### config.mk
export PLATFORM = sky130hd
export DESIGN_NAME = rr_req_arbiter
export DESIGN_NICKNAME = d
export VERILOG_FILES = /design/src/rtl/arb_pkg.sv /design/src/rtl/rr_priority_pick.sv /design/src/rtl/rr_req_arbiter.sv
export SDC_FILE = /design/constraint.sdc
export NUM_CORES = 1
export LEC_CHECK = 0
export ABC_CLOCK_PERIOD_IN_PS = 3000
export CAP_MARGIN = 20
export CORE_UTILIZATION = 55
export DETAILED_ROUTE_END_ITERATION = 7
export DONT_BUFFER_PORTS = 1
export PLACE_DENSITY = 0.73
export RECOVER_POWER = 100
export REMOVE_ABC_BUFFERS = 1
export SLEW_MARGIN = 20
export SYNTH_ARGS = -nofsm -noshare
export SYNTH_HDL_FRONTEND = slang
export SYNTH_HIERARCHICAL = 1
export SYNTH_SLANG_ARGS = --single-unit
### constraint.sdc
create_clock -name clk -period 3 [get_ports clk]
set_clock_uncertainty 0.2 [all_clocks]
set_input_delay 0.3 -clock clk [delete_from_list [all_inputs] [get_ports clk]]
set_output_delay 0.3 -clock clk [all_outputs]
set_load 0.01 [all_outputs]
### src/rtl/arb_pkg.sv
// Shared definitions for the round-robin request arbiter.
//   NUM_REQ     number of requesters sharing the downstream resource
//   ID_W        width of the binary requester index
//   arb_state_t arbiter FSM states
//   id_to_onehot  converts a binary requester index into a one-hot grant vector
package arb_pkg;

    localparam int NUM_REQ = 4;
    localparam int ID_W    = 2;

    typedef enum logic [0:0] {
        ST_IDLE  = 1'b0,
        ST_GRANT = 1'b1
    } arb_state_t;

    function automatic logic [NUM_REQ-1:0] id_to_onehot(input logic [ID_W-1:0] id);
        return NUM_REQ'(1) << id;
    endfunction

endpackage

### src/rtl/rr_priority_pick.sv
// Combinational rotating-priority pick.
// Returns the first asserted request found when scanning ptr, ptr+1, ... (mod NUM_REQ).
//   req    in   NUM_REQ  request vector
//   ptr    in   ID_W     index with highest priority
//   valid  out  1        at least one request is asserted
//   idx    out  ID_W     index of the chosen requester (0 when none)
module rr_priority_pick
    import arb_pkg::*;
(
    input  logic [NUM_REQ-1:0] req,
    input  logic [ID_W-1:0]    ptr,
    output logic               valid,
    output logic [ID_W-1:0]    idx
);

    logic [2*NUM_REQ-1:0] req_dbl;
    logic [NUM_REQ-1:0]   req_rot;
    logic [ID_W-1:0]      rot_idx;

    // Doubling the vector turns the rotation into a plain part-select:
    // req_rot[i] == req[(ptr + i) mod NUM_REQ].
    assign req_dbl = {req, req};
    assign req_rot = req_dbl[ptr +: NUM_REQ];

    always_comb begin
        rot_idx = '0;
        for (int i = NUM_REQ - 1; i >= 0; i--) begin
            if (req_rot[i]) begin
                rot_idx = ID_W'(i);
            end
        end
    end

    assign valid = |req_rot;
    // ID_W-bit addition wraps naturally, undoing the rotation mod NUM_REQ.
    assign idx   = valid ? (rot_idx + ptr) : '0;

endmodule

### src/rtl/rr_req_arbiter.sv
// Round-robin arbiter sharing one downstream resource between NUM_REQ requesters.
// Registered one-hot grant plus binary ID; the winner keeps the grant while it
// requests, until MAX_HOLD consecutive cycles when someone else is waiting.
//   clk        in   1        rising-edge clock
//   rst        in   1        synchronous active-high reset
//   req        in   NUM_REQ  request per requester
//   gnt        out  NUM_REQ  registered one-hot grant, 0 when idle
//   gnt_id     out  ID_W     binary index of the granted requester, 0 when idle
//   gnt_valid  out  1        grant present
//
// state    | meaning
// ST_IDLE  | no grant outstanding, waiting for any request
// ST_GRANT | gnt_id owns the resource; hold_cnt counts its extra cycles
module rr_req_arbiter
    import arb_pkg::*;
#(
    parameter int MAX_HOLD = 8,
    parameter int CNT_W    = 8
) (
    input  logic               clk,
    input  logic               rst,
    input  logic [NUM_REQ-1:0] req,
    output logic [NUM_REQ-1:0] gnt,
    output logic [ID_W-1:0]    gnt_id,
    output logic               gnt_valid
);

    localparam logic [CNT_W-1:0] HOLD_LAST = (MAX_HOLD == 0) ? '0 : CNT_W'(MAX_HOLD - 1);
    localparam logic [CNT_W-1:0] CNT_MAX   = '1;

    arb_state_t         state;
    logic [ID_W-1:0]    ptr;
    logic [CNT_W-1:0]   hold_cnt;

    logic [ID_W-1:0]    pick_ptr;
    logic               pick_valid;
    logic [ID_W-1:0]    pick_idx;
    logic               winner_req;
    logic               others_wait;
    logic               preempt;

    // Any hand-over out of GRANT moves the pointer to winner+1, so the next
    // pick is computed from that pointer already in the same cycle.
    assign pick_ptr = (state == ST_GRANT) ? (gnt_id + ID_W'(1)) : ptr;

    rr_priority_pick u_pick (
        .req   (req),
        .ptr   (pick_ptr),
        .valid (pick_valid),
        .idx   (pick_idx)
    );

    assign winner_req  = |(req & gnt);
    assign others_wait = |(req & ~gnt);
    assign preempt     = (MAX_HOLD != 0) && (hold_cnt == HOLD_LAST) && others_wait;

    always_ff @(posedge clk) begin
        if (rst) begin
            state     <= ST_IDLE;
            ptr       <= '0;
            gnt       <= '0;
            gnt_id    <= '0;
            gnt_valid <= 1'b0;
            hold_cnt  <= '0;
        end else begin
            case (state)
                ST_IDLE: begin
                    if (pick_valid) begin
                        state     <= ST_GRANT;
                        gnt       <= id_to_onehot(pick_idx);
                        gnt_id    <= pick_idx;
                        gnt_valid <= 1'b1;
                        hold_cnt  <= '0;
                    end
                end
                ST_GRANT: begin
                    if (!winner_req || preempt) begin
                        ptr      <= gnt_id + ID_W'(1);
                        hold_cnt <= '0;
                        if (pick_valid) begin
                            gnt       <= id_to_onehot(pick_idx);
                            gnt_id    <= pick_idx;
                            gnt_valid <= 1'b1;
                        end else begin
                            state     <= ST_IDLE;
                            gnt       <= '0;
                            gnt_id    <= '0;
                            gnt_valid <= 1'b0;
                        end
                    end else if (hold_cnt != CNT_MAX) begin
                        hold_cnt <= hold_cnt + 1'b1;
                    end
                end
                default: begin
                    state <= ST_IDLE;
                end
            endcase
        end
    end

endmodule
==> flow_summary.yaml, run 1 <==
logic_synthesis:
  synth_top_family_by_area: "compound AO/OA/AOI/OAI gates"
  synth-async-reset-ratio_pct: 0
  synth_seq_area_share_pct: 33.7
  synth_fa_ha_area_share_pct: 2.34
  yosysWarnings: 6
  ys_types: 40
  avgSynthCellArea_um2: 8.16
  synthCells: 131
  synth-seq-cells: 18
  yosys.area_share.simple_pct: 24.7
  synth_xor_xnor_area_share_pct: 0.820
  ys.flop_type: "dfxtp_1"
  synth_compound_area_share_pct: 30.6
  synth_edf_count: 0
  synth_mux_area_share_pct: 2.93
  syn_area_um2: 1070
critical_path:
  crit_path_start_kind: "flip-flop"
  crit_family: "simple AND/OR/NAND/NOR gates"
  worstPathMaxFanout: 9
  cp-endpoint: "gnt[2]$_SDFFE_PP0P_"
  r2r-start: "state$_SDFF_PP0_"
  crit_chain: "inv_1 -> mux2i_1 -> buf_4 -> or3b_1 -> a21o_1 -> nand4_1 -> ha_1 -> inv_1 -> a21oi_2 -> o2bb2ai_2 -> inv_1 -> or4_1 -> a21oi_2"
  path_class: "flip-flop to flip-flop"
  slowest_stage: "or4_1"
  timing.rr.end: "gnt[2]$_SDFFE_PP0P_"
  cp.arrival_ns: 2.94
  r2r_slack_ns: 0.08
  r2r.worst_path.cells: 13
  end_kind: "flip-flop"
  crit_cells: 13
  critPathBufInv: 4
  critPathMaxStageDelay_ns: 0.54
  critPathRequiredTime_ns: 3.03
  cp-startpoint: "state$_SDFF_PP0_"
  cp_common_cell: "inv_1"
drt:
  first_pass_iters: 5
  ant_nets: 0
  wl_per_cell_um: 15.9
  wl_um: 2540
  drt_first_iter_violations: 46
  routed_via_density: 6.52
  drc: 0
  dr_total_vias: 1043
cts:
  cts_tree: "done"
  clock-sinks: 18
  clk_latency_ns: 0.30
  postCtsSetupBuffers: 0
  htreeDepth: 1
  root_buffer: "clkbuf_4"
  max-clock-path-buffers: 2
  clkSlewWorstSetupHoldPaths_ns: 0.11
  numCtsBuffers: 3
global_routing:
  grt_overflow: 0
  antenna_found_initial: 0
  grt_max_degree: 11
  grt_use_total_pct: 25.8
  grt_pass1_vias: 889
  grt_pass1_wl_um: 3800
layout:
  final_util_pct: 64.8
  syn_to_final_growth_pct: 6.91
  drive_above_1_share_pct: 11.9
  final_common_cell: "dfxtp_1"
  final_nets: 144
  antenna_cells: 0
  final_cell_mix: "dfxtp_1 (17), a21oi_1 (13), o21ai_0 (9)"
timing:
  slew_headroom_pct: 54.6
  hold_viol: 0
  fmax_mhz: 343
  setup-tns-final_ns: 0
  tightest_slew_ns: 0.677
  timing.hold.ws_ns: 0.0243
  drv_slew: 0
  finalSetupViolCount: 0
  worst_slack_ns: 0.0837
  fin_crit_sh_pct: 97.2
  min_period_ns: 2.92
die:
  io_pins: 13
  die_w_um: 46.1
  fp-row-count: 15
  die_h_um: 46.1
  dieArea_um2: 2120
  start_util_pct: 60.6
  core_area_um2: 1760
placed_design:
  io_buffer_count: 0
  pre_cts_slack_ns: 0.152
  dp_hpwl_um: 1720
  gp_congestion: 0.767
pwr:
  peakVddDrop_uv: 605
  total_power_uw: 837
  p_per_area_nw_per_um2: 733
  leakagePower_uw: 0.000446
run_status:
  run_status: "complete, no violations"
worst_hold_path:
  hold_class: "input pin to flip-flop"
job:
  maxCapViolCount: 0
==> worst min path at each step <==
stage | start | endpoint | cells after the start
finish | rst | hold_cnt[2]$_SDFFE_PP0P_ | 2
global route | rst | hold_cnt[2]$_SDFFE_PP0P_ | 2
CTS | rst | hold_cnt[2]$_SDFFE_PP0P_ | 2
detailed placement | rst | state$_SDFF_PP0_ | 1
global placement | rst | gnt_id[1]$_SDFFE_PP0P_ | 1
floorplan | rst | gnt[0]$_SDFFE_PP0P_ | 1
==> worst reg2reg max path, cell delays in order (launching register included) <==
cell	delay [ns]
dfxtp_2	0.34
inv_1	0.07
mux2i_1	0.12
buf_4	0.17
or3b_1	0.39
a21o_1	0.18
nand4_1	0.09
ha_1	0.15
inv_1	0.06
a21oi_2	0.11
o2bb2ai_2	0.16
inv_1	0.10
or4_1	0.54
a21oi_2	0.16
==> cell type report <==
cell class | instances | area [µm²]
multi-input combinational | 101 | 654
sequential | 18 | 362
inverter | 8 | 30.0
clock buffer | 4 | 36.3
tap | 25 | 31.3
timing repair buffer | 4 | 28.8
fill | 173 | 622
==> stage by stage <==
stage,cell area (µm²),std cells
final,1140,160
after global routing,1140,160
after CTS,1150,160
after detailed placement,1100,155
after global placement,1100,155
after floorplan,1050,127
==> sequential cells by signal (all words and copies together) (netlist names) <==
| signal | flops |
|---|---|
| gnt_valid | 1 |
| state | 1 |
| gnt_id | 2 |
| gnt | 4 |
| ptr | 2 |
| hold_cnt | 8 |
==> Yosys cell counts (all sizes together), types with 2 or more instances <==
library cell	n	area share, %
a22o	5	4.1
nand2	8	2.8
and3	3	1.8
a21oi	16	7.8
nor2	7	2.5
mux2i	2	1.9
a31oi	3	1.8
o21ai	10	4.7
or3	3	1.9
nor3	4	2.9
inv	8	2.8
dfxtp	18	34
nand3b	2	1.4
ha	2	2.3
clkbuf	3	1.1
o31ai	2	1.4
nand2b	3	1.8
or4	4	3.2
a211oi	3	2.1
and2	2	1.2
a21o	6	4.5
nand3	5	2.3
==> kinds of logic after synthesis <==
family,Yosys count
AOI/OAI and AO/OA,50
buffers and inverters,12
and+or+nand+nor,45
DFF,18
xor gates and xnor gates,1
adders and majority gates,2
muxes,3
==> routing by layer <==
metal / share of wire, % / vias to the layer above / GRT usage [%]
met5: 0 / - / 0
met4: 3.0 / 0 / 15.9
met3: 6.0 / 8 / 6.27
met2: 44 / 33 / 36.6
met1: 46 / 494 / 34.6
li1: - / 508 / -
==> power breakdown <==
part / switching (µW) / leakage [µW] / internal (µW)
Combinational: 198 / 0.000277 / 145
Clock: 76.7 / 0.0000210 / 74.1
Sequential: 56.9 / 0.000147 / 287
==> timing repair <==
item | 4_1_cts | 5_1_grt
setup endpoints to repair | 0 | 1
hold endpoints to repair | 11 | 0
gates resized for setup | 0 | 5
hold buffers | 1 | 0
Power figures use the tool's default switching activity.
==> run 2: changes to the inputs <==
--- a/config.mk
+++ b/config.mk
@@ -10,6 +10,7 @@
 export CORE_UTILIZATION = 55
 export DETAILED_ROUTE_END_ITERATION = 7
 export DONT_BUFFER_PORTS = 1
+export GPL_ROUTABILITY_DRIVEN = 0
 export PLACE_DENSITY = 0.73
 export RECOVER_POWER = 100
 export REMOVE_ABC_BUFFERS = 1
==> results of run 2 <==
Same layout as run 1: the final DEF is identical, and so are final timing and power.
==> run 3: changes to the inputs <==
--- a/config.mk
+++ b/config.mk
@@ -10,7 +10,6 @@
 export CORE_UTILIZATION = 55
 export DETAILED_ROUTE_END_ITERATION = 7
 export DONT_BUFFER_PORTS = 1
-export GPL_ROUTABILITY_DRIVEN = 0
 export PLACE_DENSITY = 0.73
 export RECOVER_POWER = 100
 export REMOVE_ABC_BUFFERS = 1
==> results of run 3 <==
Same layout as run 1: the final DEF is identical, and so are final timing and power.
